$ cat src/rtl/envelope_scheduler_if.sv
// Event handshake and envelope datapath bus of the envelope scheduler.
// master = scheduler side, slave = event source / envelope datapath side.
interface envelope_scheduler_if;
  logic        ev_valid;
  logic        ev_ready;
  logic [3:0]  ev_voice;
  logic        ev_on;
  logic [17:0] env_data_o;
  logic [17:0] env_data_i;
  logic [7:0]  env_out;
  logic        note_on;
  logic [3:0]  voice;
  logic        pass;
  logic        last;

  modport master (
    input  ev_valid, ev_voice, ev_on, env_data_i, env_out,
    output ev_ready, env_data_o, note_on, voice, pass, last
  );

  modport slave (
    output ev_valid, ev_voice, ev_on, env_data_i, env_out,
    input  ev_ready, env_data_o, note_on, voice, pass, last
  );
endinterface

$ cat src/rtl/envelope_scheduler.sv
// Time-multiplexed envelope scheduler: walks all voices once per sample frame and mixes their amplitudes.
// Optional macro ENVELOPE_SCHEDULER_EVENT_FIFO_EN selects a 4-entry event FIFO instead of a single register.
module envelope_scheduler #(
  parameter int VOICES = 16
) (
  input  logic                 clock,
  input  logic                 reset,
  input  logic                 sample_tick,
  envelope_scheduler_if.master bus,
  output logic [11:0]          mix_out,
  output logic                 mix_valid,
  output logic                 overrun
);

  typedef enum logic [1:0] {IDLE, RUN, TRAIL} state_t;

  localparam logic [4:0]  VOICE_COUNT = 5'(VOICES);
  localparam logic [3:0]  LAST_VOICE  = 4'(VOICES - 1);
  localparam logic [17:0] STATE_INIT  = {10'h300, 8'h00};

  state_t            state_q;
  state_t            state_d;
  logic [3:0]        voice_q;
  logic [11:0]       acc_q;
  logic [17:0]       env_state [VOICES];
  logic [VOICES-1:0] gate_q;
  logic              wb_en_q;
  logic [3:0]        wb_voice_q;

  logic              buf_empty;
  logic              buf_full;
  logic [3:0]        head_voice;
  logic              head_on;
  logic              push;
  logic              pop;

  always_ff @(posedge clock) begin
    if (reset) state_q <= IDLE;
    else       state_q <= state_d;
  end

  always_comb begin
    state_d = state_q;
    unique case (state_q)
      IDLE:    if (sample_tick) state_d = RUN;
      RUN:     if (voice_q == LAST_VOICE) state_d = TRAIL;
      TRAIL:   state_d = IDLE;
      default: state_d = IDLE;
    endcase
  end

  always_comb begin
    bus.pass = 1'b1;
    bus.last = 1'b0;
    unique case (state_q)
      RUN:     bus.pass = 1'b0;
      TRAIL:   bus.last = 1'b1;
      default: ;
    endcase
  end

  assign bus.voice      = voice_q;
  assign bus.env_data_o = env_state[voice_q];
  assign bus.note_on    = gate_q[voice_q];

  // The datapath result for a RUN cycle arrives one cycle later, so write-back trails the presented voice.
  always_ff @(posedge clock) begin
    if (reset) begin
      voice_q    <= 4'd0;
      acc_q      <= 12'd0;
      mix_out    <= 12'd0;
      mix_valid  <= 1'b0;
      overrun    <= 1'b0;
      wb_en_q    <= 1'b0;
      wb_voice_q <= 4'd0;
    end else begin
      mix_valid  <= 1'b0;
      wb_en_q    <= (state_q == RUN);
      wb_voice_q <= voice_q;
      unique case (state_q)
        IDLE: begin
          if (sample_tick) begin
            voice_q <= 4'd0;
            acc_q   <= 12'd0;
          end
        end
        RUN: begin
          acc_q   <= acc_q + {4'h0, bus.env_out};
          voice_q <= (voice_q == LAST_VOICE) ? 4'd0 : voice_q + 4'd1;
          if (sample_tick) overrun <= 1'b1;
        end
        TRAIL: begin
          mix_out   <= acc_q;
          mix_valid <= 1'b1;
          if (sample_tick) overrun <= 1'b1;
        end
        default: ;
      endcase
    end
  end

  always_ff @(posedge clock) begin
    if (reset) begin
      for (int i = 0; i < VOICES; i++) env_state[i] <= STATE_INIT;
      gate_q <= '0;
    end else begin
      if (wb_en_q) env_state[wb_voice_q] <= bus.env_data_i;
      if (pop)     gate_q[head_voice]    <= head_on;
    end
  end

  // Out-of-range voices are accepted but never enter the buffer.
  assign push         = bus.ev_valid && bus.ev_ready && ({1'b0, bus.ev_voice} < VOICE_COUNT);
  assign pop          = (state_q == IDLE) && !sample_tick && !buf_empty;
  assign bus.ev_ready = !buf_full;

`ifdef ENVELOPE_SCHEDULER_EVENT_FIFO_EN
  logic [4:0] fifo_mem [4];
  logic [1:0] wr_ptr;
  logic [1:0] rd_ptr;
  logic [2:0] count;

  always_ff @(posedge clock) begin
    if (push) fifo_mem[wr_ptr] <= {bus.ev_voice, bus.ev_on};
  end

  always_ff @(posedge clock) begin
    if (reset) begin
      wr_ptr <= 2'd0;
      rd_ptr <= 2'd0;
      count  <= 3'd0;
    end else begin
      if (push) wr_ptr <= wr_ptr + 2'd1;
      if (pop)  rd_ptr <= rd_ptr + 2'd1;
      case ({push, pop})
        2'b10:   count <= count + 3'd1;
        2'b01:   count <= count - 3'd1;
        default: ;
      endcase
    end
  end

  assign buf_empty             = (count == 3'd0);
  assign buf_full              = (count == 3'd4);
  assign {head_voice, head_on} = fifo_mem[rd_ptr];
`else
  logic       buf_valid_q;
  logic [3:0] buf_voice_q;
  logic       buf_on_q;

  always_ff @(posedge clock) begin
    if (reset) begin
      buf_valid_q <= 1'b0;
      buf_voice_q <= 4'd0;
      buf_on_q    <= 1'b0;
    end else if (push) begin
      buf_valid_q <= 1'b1;
      buf_voice_q <= bus.ev_voice;
      buf_on_q    <= bus.ev_on;
    end else if (pop) begin
      buf_valid_q <= 1'b0;
    end
  end

  assign buf_empty  = !buf_valid_q;
  assign buf_full   = buf_valid_q;
  assign head_voice = buf_voice_q;
  assign head_on    = buf_on_q;
`endif

endmodule

$ cat src/flat_wrapper.sv
// flat-port wrapper written by rule: the top's interface ports become plain ports
module envelope_scheduler_flat 
#(
  parameter int VOICES = 16
)
  (clock, reset, sample_tick, mix_out, mix_valid, overrun, bus_ev_valid, bus_ev_voice, bus_ev_on, bus_env_data_i, bus_env_out, bus_ev_ready, bus_env_data_o, bus_note_on, bus_voice, bus_pass, bus_last);
  envelope_scheduler_if bus_i ();
  input  logic clock;
  input  logic reset;
  input  logic sample_tick;
  output logic [11:0] mix_out;
  output logic mix_valid;
  output logic overrun;
  input wire logic [$bits(bus_i.ev_valid)-1:0] bus_ev_valid;
  input wire logic [$bits(bus_i.ev_voice)-1:0] bus_ev_voice;
  input wire logic [$bits(bus_i.ev_on)-1:0] bus_ev_on;
  input wire logic [$bits(bus_i.env_data_i)-1:0] bus_env_data_i;
  input wire logic [$bits(bus_i.env_out)-1:0] bus_env_out;
  output wire logic [$bits(bus_i.ev_ready)-1:0] bus_ev_ready;
  output wire logic [$bits(bus_i.env_data_o)-1:0] bus_env_data_o;
  output wire logic [$bits(bus_i.note_on)-1:0] bus_note_on;
  output wire logic [$bits(bus_i.voice)-1:0] bus_voice;
  output wire logic [$bits(bus_i.pass)-1:0] bus_pass;
  output wire logic [$bits(bus_i.last)-1:0] bus_last;
  assign bus_i.ev_valid = bus_ev_valid;
  assign bus_i.ev_voice = bus_ev_voice;
  assign bus_i.ev_on = bus_ev_on;
  assign bus_i.env_data_i = bus_env_data_i;
  assign bus_i.env_out = bus_env_out;
  assign bus_ev_ready = bus_i.ev_ready;
  assign bus_env_data_o = bus_i.env_data_o;
  assign bus_note_on = bus_i.note_on;
  assign bus_voice = bus_i.voice;
  assign bus_pass = bus_i.pass;
  assign bus_last = bus_i.last;
  envelope_scheduler #(.VOICES(VOICES)) u_core (.clock(clock), .reset(reset), .sample_tick(sample_tick), .bus(bus_i), .mix_out(mix_out), .mix_valid(mix_valid), .overrun(overrun));
endmodule
$ cat config.mk
export PLATFORM = sky130hd
export DESIGN_NAME = envelope_scheduler_flat
export DESIGN_NICKNAME = d
export VERILOG_FILES = /design/src/rtl/envelope_scheduler_if.sv /design/src/rtl/envelope_scheduler.sv /design/src/flat_wrapper.sv
export SDC_FILE = /design/constraint.sdc
export NUM_CORES = 1
export LEC_CHECK = 0
export CAP_MARGIN = 10
export CORE_UTILIZATION = 60
export DETAILED_ROUTE_END_ITERATION = 10
export GPL_TIMING_DRIVEN = 0
export HOLD_SLACK_MARGIN = 0.08
export PLACE_DENSITY_LB_ADDON = 0.1
export SLEW_MARGIN = 20
export SYNTH_ARGS = -nofsm -noshare
export SYNTH_HDL_FRONTEND = slang
export SYNTH_SLANG_ARGS = --single-unit
$ cat constraint.sdc
create_clock -name clock -period 3.8 [get_ports clock]
set_clock_uncertainty 0.05 [all_clocks]
set_input_delay 1.14 -clock clock [delete_from_list [all_inputs] [get_ports clock]]
set_output_delay 1.14 -clock clock [all_outputs]
set_load 0.02 [all_outputs]
==> flow_metrics.py, run 1 <==
metrics = {
    "route": {
        "dr.pass1.iters": 8,
        "vias": 9025,
        "drtIter0Drc": 722,
        "ant_nets": 0,
        "routedWlPerCell_um": 22.48,
        "routed_via_density": 5.899,
        "wl_mm": 34.39,
        "route.detailed.drc": 2,
    },
    "synthesis": {
        "synth_top_family_by_area": "multiplexers",
        "synth-xor-area-share_pct": 0.4932,
        "synthArstFlopShare_pct": 0,
        "synth_area_um2": 15980,
        "synthMuxAreaShare_pct": 15.95,
        "ys_types": 52,
        "synth_compound_area_share_pct": 1.941,
        "synth_edf_count": 288,
        "yosys.area_share.simple_pct": 15.94,
        "yosysWarnings": 0,
        "synth.yosys.seq_area_share_pct": 62.00,
        "synth_fa_ha_area_share_pct": 1.065,
        "ys.flop_type": "edfxtp_1",
        "synthCells": 1058,
        "syn_area_per_cell_um2": 15.11,
        "ys_seq_elements": 351,
        "synth_nets": 1106,
    },
    "place": {
        "dpl_worst_slack_ns": 0.09428,
        "hpwl_mm": 23.77,
        "gp_congestion": 0.8654,
        "io_buffers": 73,
        "dp_cells": 1466,
    },
    "flow_run": {
        "cap_viol_max_count": 0,
    },
    "cells_and_area": {
        "final_util_pct": 70.11,
        "fill_cells": 1774,
        "area_growth_pct": 14.62,
        "regArea_um2": 9910,
        "nNetsFinal": 1217,
        "layout_common_cells": "edfxtp_1, and2_1, mux4_2, dfxtp_1, nor2_1",
        "final_cells": 1530,
        "final_layout_size_suffix_gt1_share_pct": 17.82,
        "mostFrequentLayoutCell": "edfxtp_1",
        "multi_input_area_um2": 5580,
        "antennaDiodeCount": 0,
    },
    "timing": {
        "fin_ws_ns": 0.03257,
        "setup_viol": 0,
        "period_share_pct": 99.14,
        "rsz0062_at_grt": "yes",
        "slew_headroom_pct": 44.49,
        "period_minus_slack_ns": 3.767,
        "hold_ws_ns": 0.4213,
        "slew_viol_final": 0,
        "finalHoldViolations": 0,
        "tightestPinTransition_ns": 0.8282,
        "finalSetupTns_ns": 0,
        "fmax_ghz": 0.2654,
    },
    "worst_setup_path": {
        "critPathArrivalTime_ns": 2.58,
        "path_max_fanout": 10,
        "startpoint_type": "flip-flop",
        "crit_type": "reg2out",
        "cp.required_ns": 2.61,
        "end_kind": "output pin",
        "r2r_slack_ns": 1.31,
    },
    "clock_network": {
        "htree_levels": 2,
        "cts_buffers": 36,
        "cts.sinks": 351,
        "clkSlewWorstSetupHoldPaths_ns": 0.06,
        "cts_buffer_depth": 3,
        "root_buffer": "clkbuf_16",
        "cts_tree": "yes",
        "clk-insertion-delay-late_ns": 0.51,
        "hold_buffers": 0,
    },
    "floorplanning": {
        "die_area_um2": 27300,
        "fp.dieW_um": 165.2,
        "die_h_um": 165.2,
        "start_util_pct": 61.17,
        "rows": 59,
        "core_region_area_um2": 26130,
        "io_pins": 75,
    },
    "power_and_ir_drop": {
        "leakagePower_nw": 6.494,
        "p_per_area_nw_per_um2": 468.8,
        "ir_drop_mv": 0.2784,
    },
    "grt": {
        "grt_max_degree": 19,
        "antenna_found_initial": 1,
        "grt_first_pass_wirelength_mm": 52.23,
        "grt-ovfl-total": 0,
        "grt_usage_pct": 26.17,
        "grt_pass1_vias": 8991,
    },
    "worst_hold_path": {
        "hp-class": "reg2reg",
    },
    "status": {
        "failed_checks": "design-rule violations",
        "outcome": "finished, violations left",
    },
}
## path summary, 6_finish.rpt
| path | start | to | depth (start not counted) |
|---|---|---|---|
| max | flip-flop | bus_env_data_o[3] | 5 |
| min | u_core.overrun$_SDFFE_PP0P_ | u_core.overrun$_SDFFE_PP0P_ | 2 |
| max reg2reg | u_core.wb_en_q$_SDFF_PP0_ | u_core.env_state[1][8]$_SDFFCE_PN0P_ | 5 |
| min reg2reg | u_core.overrun$_SDFFE_PP0P_ | u_core.overrun$_SDFFE_PP0P_ | 2 |
## timing repair
action,4_1_cts,5_1_grt
hold endpoints to repair,0,0
endpoints found under the setup margin,19,13
setup buffers,1,0
gates resized for setup,81,16
## cells by family (layout without fill, tap and decap cells)
group | count (synthesis) | count (layout)
flops | 351 | 351
simple gates | 430 | 430
compound gates | 49 | 49
buf+inv | 82 | 219
mux | 124 | 124
fa+ha+maj | 13 | 13
xor+xnor | 9 | 9
## layout make-up
type | instances | area share (%)
inverters | 4 | 0.08195
repair buffers | 74 | 3.899
plain buffers | 77 | 2.595
flip-flops and latches | 351 | 54.09
clock inverters | 21 | 1.243
multi-input cells | 625 | 30.46
clock buffers | 43 | 5.347
well taps | 335 | 2.288
## routing by layer
metal  up-vias  track usage [%]  wire, µm
met5         -                0        13
met4         2            6.297       569
met3        47            4.595      2382
met2       314            42.22     16630
met1      4525            37.24     14800
li1       4137                -         -
## sequential cells by signal, summed over array words and instances, names as in the netlist, named ones only
| name | flops |
|---|---|
| u_core.mix_out | 12 |
| u_core.wb_en_q | 1 |
| u_core.buf_on_q | 1 |
| u_core.mix_valid | 1 |
| u_core.acc_q | 12 |
| u_core.state_q | 2 |
| u_core.env_state | 288 |
| u_core.wb_voice_q | 4 |
| u_core.overrun | 1 |
| u_core.buf_full | 1 |
| u_core.buf_voice_q | 4 |
| u_core.bus.voice | 4 |
| u_core.gate_q | 16 |
## worst max-delay path: stages (launching register included)
cell	delay, ns
dfxtp_1	0.35
buf_12	0.17
buf_12	0.18
mux4_2	0.56
mux4_2	0.51
clkdlybuf4s15_2	0.28
## cell usage after synthesis (3+ instances only)
master    number  area share (%)
or2_2         16            0.63
buf_4          5            0.23
mux2i_1       27             1.7
nor2b_1       10            0.39
a21o_1         3            0.14
mux4_1        31             5.1
nor2_2         3            0.12
inv_1          4           0.094
a22o_1         9            0.49
nand2_1       20            0.47
nand2b_1      12            0.47
buf_6          9            0.63
dfxtp_1       63             7.9
nor3_1         6            0.19
xor2_1         5            0.27
a21oi_1       17            0.53
nor3_2         3            0.19
ha_1          12            0.94
clkbuf_1      48             1.1
nor2_1        56             1.3
or3_1         26             1.0
and3_1         3            0.12
nand4_1        3            0.12
and2_1       256              10
xnor2_1        4            0.22
mux4_2        64             9.0
nand3_1        4            0.13
o21ai_0       13            0.41
edfxtp_1     288              54
buf_2         11            0.34
## where the power goes
| part | leakage, nW | switching [mW] | internal (mW) | total, mW |
|---|---|---|---|---|
| Sequential | 3.37 | 0.0411 | 4.26 | 4.30 |
| Combinational | 2.53 | 0.359 | 0.290 | 0.649 |
| Clock | 0.593 | 1.46 | 2.18 | 3.64 |
## metrics by stage
step | power [mW] | cell area [µm²]
2_1_floorplan | 4.763 | 15980
3_3_place_gp | 5.000 | 17130
3_5_place_dp | 5.016 | 17130
4_1_cts | 8.621 | 18350
5_1_grt | 8.815 | 18320
6_report | 8.590 | 18320
Power figures use the tool's default switching activity.
==> run 2: changes to the inputs <==
--- a/config.mk
+++ b/config.mk
@@ -10,6 +10,7 @@
 export DETAILED_ROUTE_END_ITERATION = 10
 export GPL_TIMING_DRIVEN = 0
 export HOLD_SLACK_MARGIN = 0.08
+export MAX_ROUTING_LAYER = met4
 export PLACE_DENSITY_LB_ADDON = 0.1
 export SLEW_MARGIN = 20
 export SYNTH_ARGS = -nofsm -noshare
==> run 2 against run 1 <==
The flow still finishes with violations (design-rule violations). Sequential share of layout area hardly changed. Die area stayed put. Maximum frequency hardly changed. Via count hardly changed. Worst hold slack better by 0.0012 ns.
==> flow_metrics.py, run 2 (synthesis results as in run 1) <==
metrics = {
    "status": {
        "outcome": "finished, violations left",
        "failed_checks": "design-rule violations",
    },
    "worst_setup_path": {
        "cp_num_buf_inv": 3,
        "critPathArrivalTime_ns": 2.57,
        "end_kind": "output pin",
        "crit_type": "reg2out",
        "crit_family": "multiplexers",
        "critical_path.cell_chain": "buf_12, buf_12, mux4_2, mux4_2, clkdlybuf4s15_2",
        "critical_path.max_stage_delay_ns": 0.55,
        "startpoint_type": "flip-flop",
        "cpMaxStageDelayCell": "mux4_2",
        "cp.required_ns": 2.61,
        "path_max_fanout": 10,
    },
    "route": {
        "vias": 9033,
        "route.detailed.drc": 2,
        "routedWlPerCell_um": 22.46,
        "drtIter0Drc": 751,
        "ant_nets": 0,
        "wl_mm": 34.38,
        "routed_via_density": 5.900,
        "dr.pass1.iters": 8,
    },
    "timing": {
        "setup_viol": 0,
        "finalHoldViolations": 0,
        "tightestPinTransition_ns": 0.8213,
        "period_share_pct": 99.06,
        "rsz0062_at_grt": "yes",
        "slew_headroom_pct": 44.95,
        "slew_viol_final": 0,
        "finalSetupTns_ns": 0,
        "period_minus_slack_ns": 3.764,
        "fmax_ghz": 0.2657,
    },
    "power_and_ir_drop": {
        "power_mw": 8.587,
        "swShare_pct": 21.64,
        "ir_drop_mv": 0.2794,
        "intPower_mw": 6.729,
        "power.switching_mw": 1.859,
        "p_per_area_nw_per_um2": 468.6,
        "seq_power_share_pct": 50.1,
        "p_clk_share_pct": 42.3,
        "leakagePower_nw": 6.494,
        "p_comb_share_pct": 7.6,
    },
    "grt": {
        "grt_usage_pct": 26.95,
        "met3_usage_pct": 4.271,
        "grtUsageMet2_pct": 42.05,
        "antenna_found_initial": 1,
        "grt_first_pass_wirelength_mm": 52.23,
        "grt_pass1_vias": 8961,
        "grt-ovfl-total": 0,
        "grt.busiest_layer": "met2",
        "grt_max_degree": 19,
        "use_met1_pct": 37.57,
    },
    "cells_and_area": {
        "final_cells": 1531,
        "mostFrequentLayoutCell": "edfxtp_1",
        "top_regs": "u_core.env_state x288, u_core.gate_q x16",
        "design_area_um2": 18320,
        "final_layout_size_suffix_gt1_share_pct": 17.82,
        "top_register": "u_core.env_state",
        "layout_common_cells": "edfxtp_1, and2_1, mux4_2, dfxtp_1, nor2_1",
        "largest_reg_flops": 288,
        "nNetsFinal": 1217,
        "fill_cells": 1775,
        "area_growth_pct": 14.64,
    },
    "clock_network": {
        "clk-insertion-delay-late_ns": 0.51,
        "cts.sinks": 351,
        "htree_levels": 2,
        "root_buffer": "clkbuf_16",
        "cts_buffer_depth": 3,
        "cts_tree": "yes",
        "hold_buffers": 0,
        "clkSlewWorstSetupHoldPaths_ns": 0.06,
        "cts_buffers": 36,
    },
    "place": {
        "dp_cells": 1466,
        "gp_congestion": 0.8811,
        "dpl_cell_area_um2": 17130,
        "hpwl_mm": 23.77,
        "io_buffers": 73,
    },
    "floorplanning": {
        "core_region_area_um2": 26130,
        "die_area_um2": 27300,
        "io_pins": 75,
        "fp.dieW_um": 165.2,
        "start_util_pct": 61.17,
        "die_h_um": 165.2,
        "rows": 59,
    },
    "flow_run": {
        "cap_viol_max_count": 0,
    },
    "worst_hold_path": {
        "hp-class": "reg2reg",
    },
}
## run 2: changes by cell type in the layout (fill, tap and decap cells not counted), sizes merged
cell   delta
diode     +1
## run 2: through the flow
stage	utilization, %	hold slack, ns	setup WS (ns)
global placement	65.57	0.4049	0.1019
detailed placement	65.57	0.4085	0.09428
CTS	70.21	0.4284	-0.02094
floorplan	-	0.4005	0.7386
global route	70.12	0.4508	-0.01235
finish	70.12	0.4225	0.03565
## run 2: cell type report
| cell class | count | area [µm²] | share of cell area [%] |
|---|---|---|---|
| Sequential cell | 351 | 9910 | 54.08 |
| Multi-Input combinational cell | 625 | 5580 | 30.45 |
| Clock buffer | 43 | 979.7 | 5.347 |
| Timing Repair Buffer | 74 | 714.4 | 3.899 |
| Buffer | 77 | 475.5 | 2.595 |
| Tap cell | 335 | 419.2 | 2.287 |
| Clock inverter | 21 | 227.7 | 1.243 |
| Inverter | 4 | 15.01 | 0.08194 |
| Antenna cell | 1 | 2.502 | 0.01366 |
## run 2: worst reg2reg max path, stage by stage (launching register included)
cell and delay (ns):
dfxtp_1 0.39, nand2b_4 0.07, nor2_1 0.09, nand2_1 0.29, nor3_2 0.67, or2_2 0.57
## run 2: worst paths after layout
path	slack, ns	startpoint	to	depth (start not counted)
worst min-delay path	0.42	u_core.overrun$_SDFFE_PP0P_	u_core.overrun$_SDFFE_PP0P_	2
worst max-delay path	0.04	flip-flop	bus_env_data_o[3]	5
worst min register to register	0.42	u_core.overrun$_SDFFE_PP0P_	u_core.overrun$_SDFFE_PP0P_	2
worst max register to register	1.30	u_core.wb_en_q$_SDFF_PP0_	u_core.env_state[1][8]$_SDFFCE_PN0P_	5
## run 2: power by group through the flow
stage	Sequential, mW	Combinational (mW)	Clock (mW)
6_report	4.30	0.650	3.64
5_1_grt	4.31	0.693	3.81
4_1_cts	4.30	0.650	3.67
3_5_place_dp	4.38	0.635	0
3_3_place_gp	4.37	0.626	0
2_1_floorplan	4.36	0.398	0
## run 2: metal layers
layer | share of wire, % | vias up
met2 | 48 | 305
met1 | 44 | 4544
met5 | 0 | -
li1 | - | 4137
met3 | 6.2 | 47
met4 | 1.6 | 0
## run 2: what timing repair did
item	4_1_cts	5_1_grt
setup endpoints to repair	19	12
buffers inserted	1	0
resized for setup	81	16
==> run 3: changes to the inputs <==
--- a/config.mk
+++ b/config.mk
@@ -6,7 +6,10 @@
 export NUM_CORES = 1
 export LEC_CHECK = 0
 export CAP_MARGIN = 10
-export CORE_UTILIZATION = 60
+export CELL_PAD_IN_SITES_DETAIL_PLACEMENT = 1
+export CELL_PAD_IN_SITES_GLOBAL_PLACEMENT = 2
+export CORE_ASPECT_RATIO = 1.25
+export CORE_UTILIZATION = 40
 export DETAILED_ROUTE_END_ITERATION = 10
 export GPL_TIMING_DRIVEN = 0
 export HOLD_SLACK_MARGIN = 0.08
==> constraint.sdc (replaced) <==
create_clock -name clock -period 3.05 [get_ports clock]
set_clock_uncertainty 0.05 [all_clocks]
set_input_delay 0.915 -clock clock [delete_from_list [all_inputs] [get_ports clock]]
set_output_delay 0.915 -clock clock [all_outputs]
set_load 0.02 [all_outputs]
==> run 3 against run 2 <==
The flow finishes with violations (negative setup slack). Worst hold slack lost 0.0036 ns. Cell area grew 3.5%. Non-clock buffer count grew 17. Sequential share of layout area shrank 1.8 points. Critical path depth is the same. Critical path type unchanged.
==> flow_metrics.py, run 3 (synthesis results as in run 1) <==
metrics = {
    "worst_setup_path": {
        "cpMostUsedCell": "mux4_2",
        "crit_type": "reg2out",
        "critical_path.max_stage_delay_ns": 0.56,
        "cp.required_ns": 2.08,
        "r2r_slack_ns": 0.52,
        "cp_num_buf_inv": 3,
        "critPathArrivalTime_ns": 2.55,
        "path_max_fanout": 6,
        "r2r_end": "u_core.env_state[3][11]$_SDFFCE_PN0P_",
        "crit_cells": 5,
        "startpoint_type": "flip-flop",
        "critical_path.cell_chain": "buf_16, buf_12, mux4_2, mux4_2, buf_6",
        "cpMaxStageDelayCell": "mux4_2",
        "rr_worst_depth": 3,
        "crit_family": "multiplexers",
        "reg2reg_from": "u_core.wb_voice_q[0]$_SDFF_PP0_",
        "end_kind": "output pin",
    },
    "floorplanning": {
        "die_area_um2": 40770,
        "fp.dieW_um": 180.8,
        "rows": 81,
        "core_region_area_um2": 39220,
        "io_pins": 75,
        "die_h_um": 225.5,
        "start_util_pct": 40.75,
    },
    "route": {
        "routed_via_density": 5.235,
        "ant_nets": 0,
        "drtIter0Drc": 508,
        "wl_mm": 42.66,
        "routedWlPerCell_um": 24.84,
        "route.detailed.drc": 0,
        "vias": 8989,
        "dr.pass1.iters": 4,
    },
    "clock_network": {
        "root_buffer": "clkbuf_16",
        "cts_buffers": 39,
        "clk-insertion-delay-late_ns": 0.53,
        "cts_buffer_depth": 3,
        "cts.sinks": 351,
        "cts_tree": "yes",
        "htree_levels": 2,
        "hold_buffers": 0,
        "clkSlewWorstSetupHoldPaths_ns": 0.06,
    },
    "place": {
        "hpwl_mm": 28.23,
        "io_buffers": 73,
        "dp_cells": 1629,
        "gp_congestion": 0.7840,
        "dpl_cell_area_um2": 17340,
    },
    "cells_and_area": {
        "final_util_pct": 48.35,
        "final_cells": 1717,
        "top_register": "u_core.env_state",
        "layout_common_cells": "edfxtp_1, and2_1, mux4_2, dfxtp_1",
        "final_layout_size_suffix_gt1_share_pct": 19.77,
        "top_regs": "u_core.env_state x288, u_core.gate_q x16",
        "area_growth_pct": 18.64,
        "nNetsFinal": 1237,
        "design_area_um2": 18960,
        "largest_reg_flops": 288,
        "antennaDiodeCount": 0,
        "mostFrequentLayoutCell": "edfxtp_1",
    },
    "status": {
        "outcome": "finished, violations left",
        "failed_checks": "negative setup slack",
    },
    "power_and_ir_drop": {
        "ir_drop_mv": 0.3367,
        "p_per_area_nw_per_um2": 585.4,
        "leakagePower_nw": 6.682,
        "power_mw": 11.10,
    },
    "grt": {
        "use_met1_pct": 24.50,
        "grt-ovfl-total": 0,
        "grtUsageMet2_pct": 41.69,
        "grt_usage_pct": 22.24,
        "grt_first_pass_wirelength_mm": 63.67,
        "grt_max_degree": 19,
        "grt_pass1_vias": 9985,
        "antenna_found_initial": 0,
        "grt.busiest_layer": "met2",
        "met3_usage_pct": 2.893,
    },
    "timing": {
        "setup_viol": 19,
        "slew_viol_final": 0,
        "period_share_pct": 115.3,
        "period_minus_slack_ns": 3.517,
        "finalHoldViolations": 0,
        "fin_ws_ns": -0.4669,
        "rsz0062_at_grt": "yes",
        "fmax_ghz": 0.2843,
        "slew_headroom_pct": 40.93,
        "tightestPinTransition_ns": 0.8813,
        "hold_ws_ns": 0.4189,
    },
    "worst_hold_path": {
        "hp-class": "reg2reg",
        "min_to": "u_core.overrun$_SDFFE_PP0P_",
        "hp-start": "u_core.overrun$_SDFFE_PP0P_",
        "worstHoldPathCells": 2,
    },
    "flow_run": {
        "cap_viol_max_count": 0,
    },
}
==> run 3: cell type report <==
cell class | instances | area [µm²]
timing repair buffer | 91 | 1070
fill | 3801 | 20260
sequential | 351 | 9916
buffer | 77 | 503.0
inverter | 4 | 15.01
clock buffer | 51 | 1064
clock inverter | 20 | 212.7
multi-input combinational | 625 | 5560
tap | 498 | 623.1
==> run 3: how the worst max path moves through the flow <==
stage,from,to
global placement,bus_env_out[0],u_core.acc_q[10]$_SDFFE_PP0P_
global route,flip-flop,bus_env_data_o[0]
CTS,flip-flop,bus_env_data_o[13]
floorplan,bus_env_out[0],u_core.acc_q[10]$_SDFFE_PP0P_
finish,flip-flop,bus_env_data_o[1]
detailed placement,bus_env_out[0],u_core.acc_q[10]$_SDFFE_PP0P_
==> run 3: metal layers <==
layer  vias to the layer above  routed length [µm]
met5                         -                   0
met4                         0                1083
met3                        48                1456
met2                       176               23620
met1                      4595               16500
li1                       4170                   -
==> run 3: repair_timing <==
item,CTS,global route
endpoints found under the hold margin,0,0
setup buffers,10,1
gates resized for setup,159,24
setup endpoints to repair,19,21
cloned,6,3
==> run 3: metrics by stage <==
step	setup WS, ns	TNS (ns)
floorplan	0.2136	0
CTS	-0.5281	-8.889
global route	-0.5079	-8.690
global placement	-0.4833	-33.08
finish	-0.4669	-7.683
detailed placement	-0.4922	-34.37
==> run 3: worst register-to-register path, stage by stage, from the launching register on <==
cell and delay (ns):
dfxtp_1 0.40, nand4b_2 0.33, nor3_2 0.78, or2_2 0.61
==> run 3: power by group <==
part	internal, mW	total [mW]	leakage [nW]	switching (mW)
logic	0.458	0.984	2.69	0.526
registers	5.31	5.36	3.37	0.0532
clock network	2.87	4.75	0.619	1.88
total	8.64	11.1	6.68	2.46
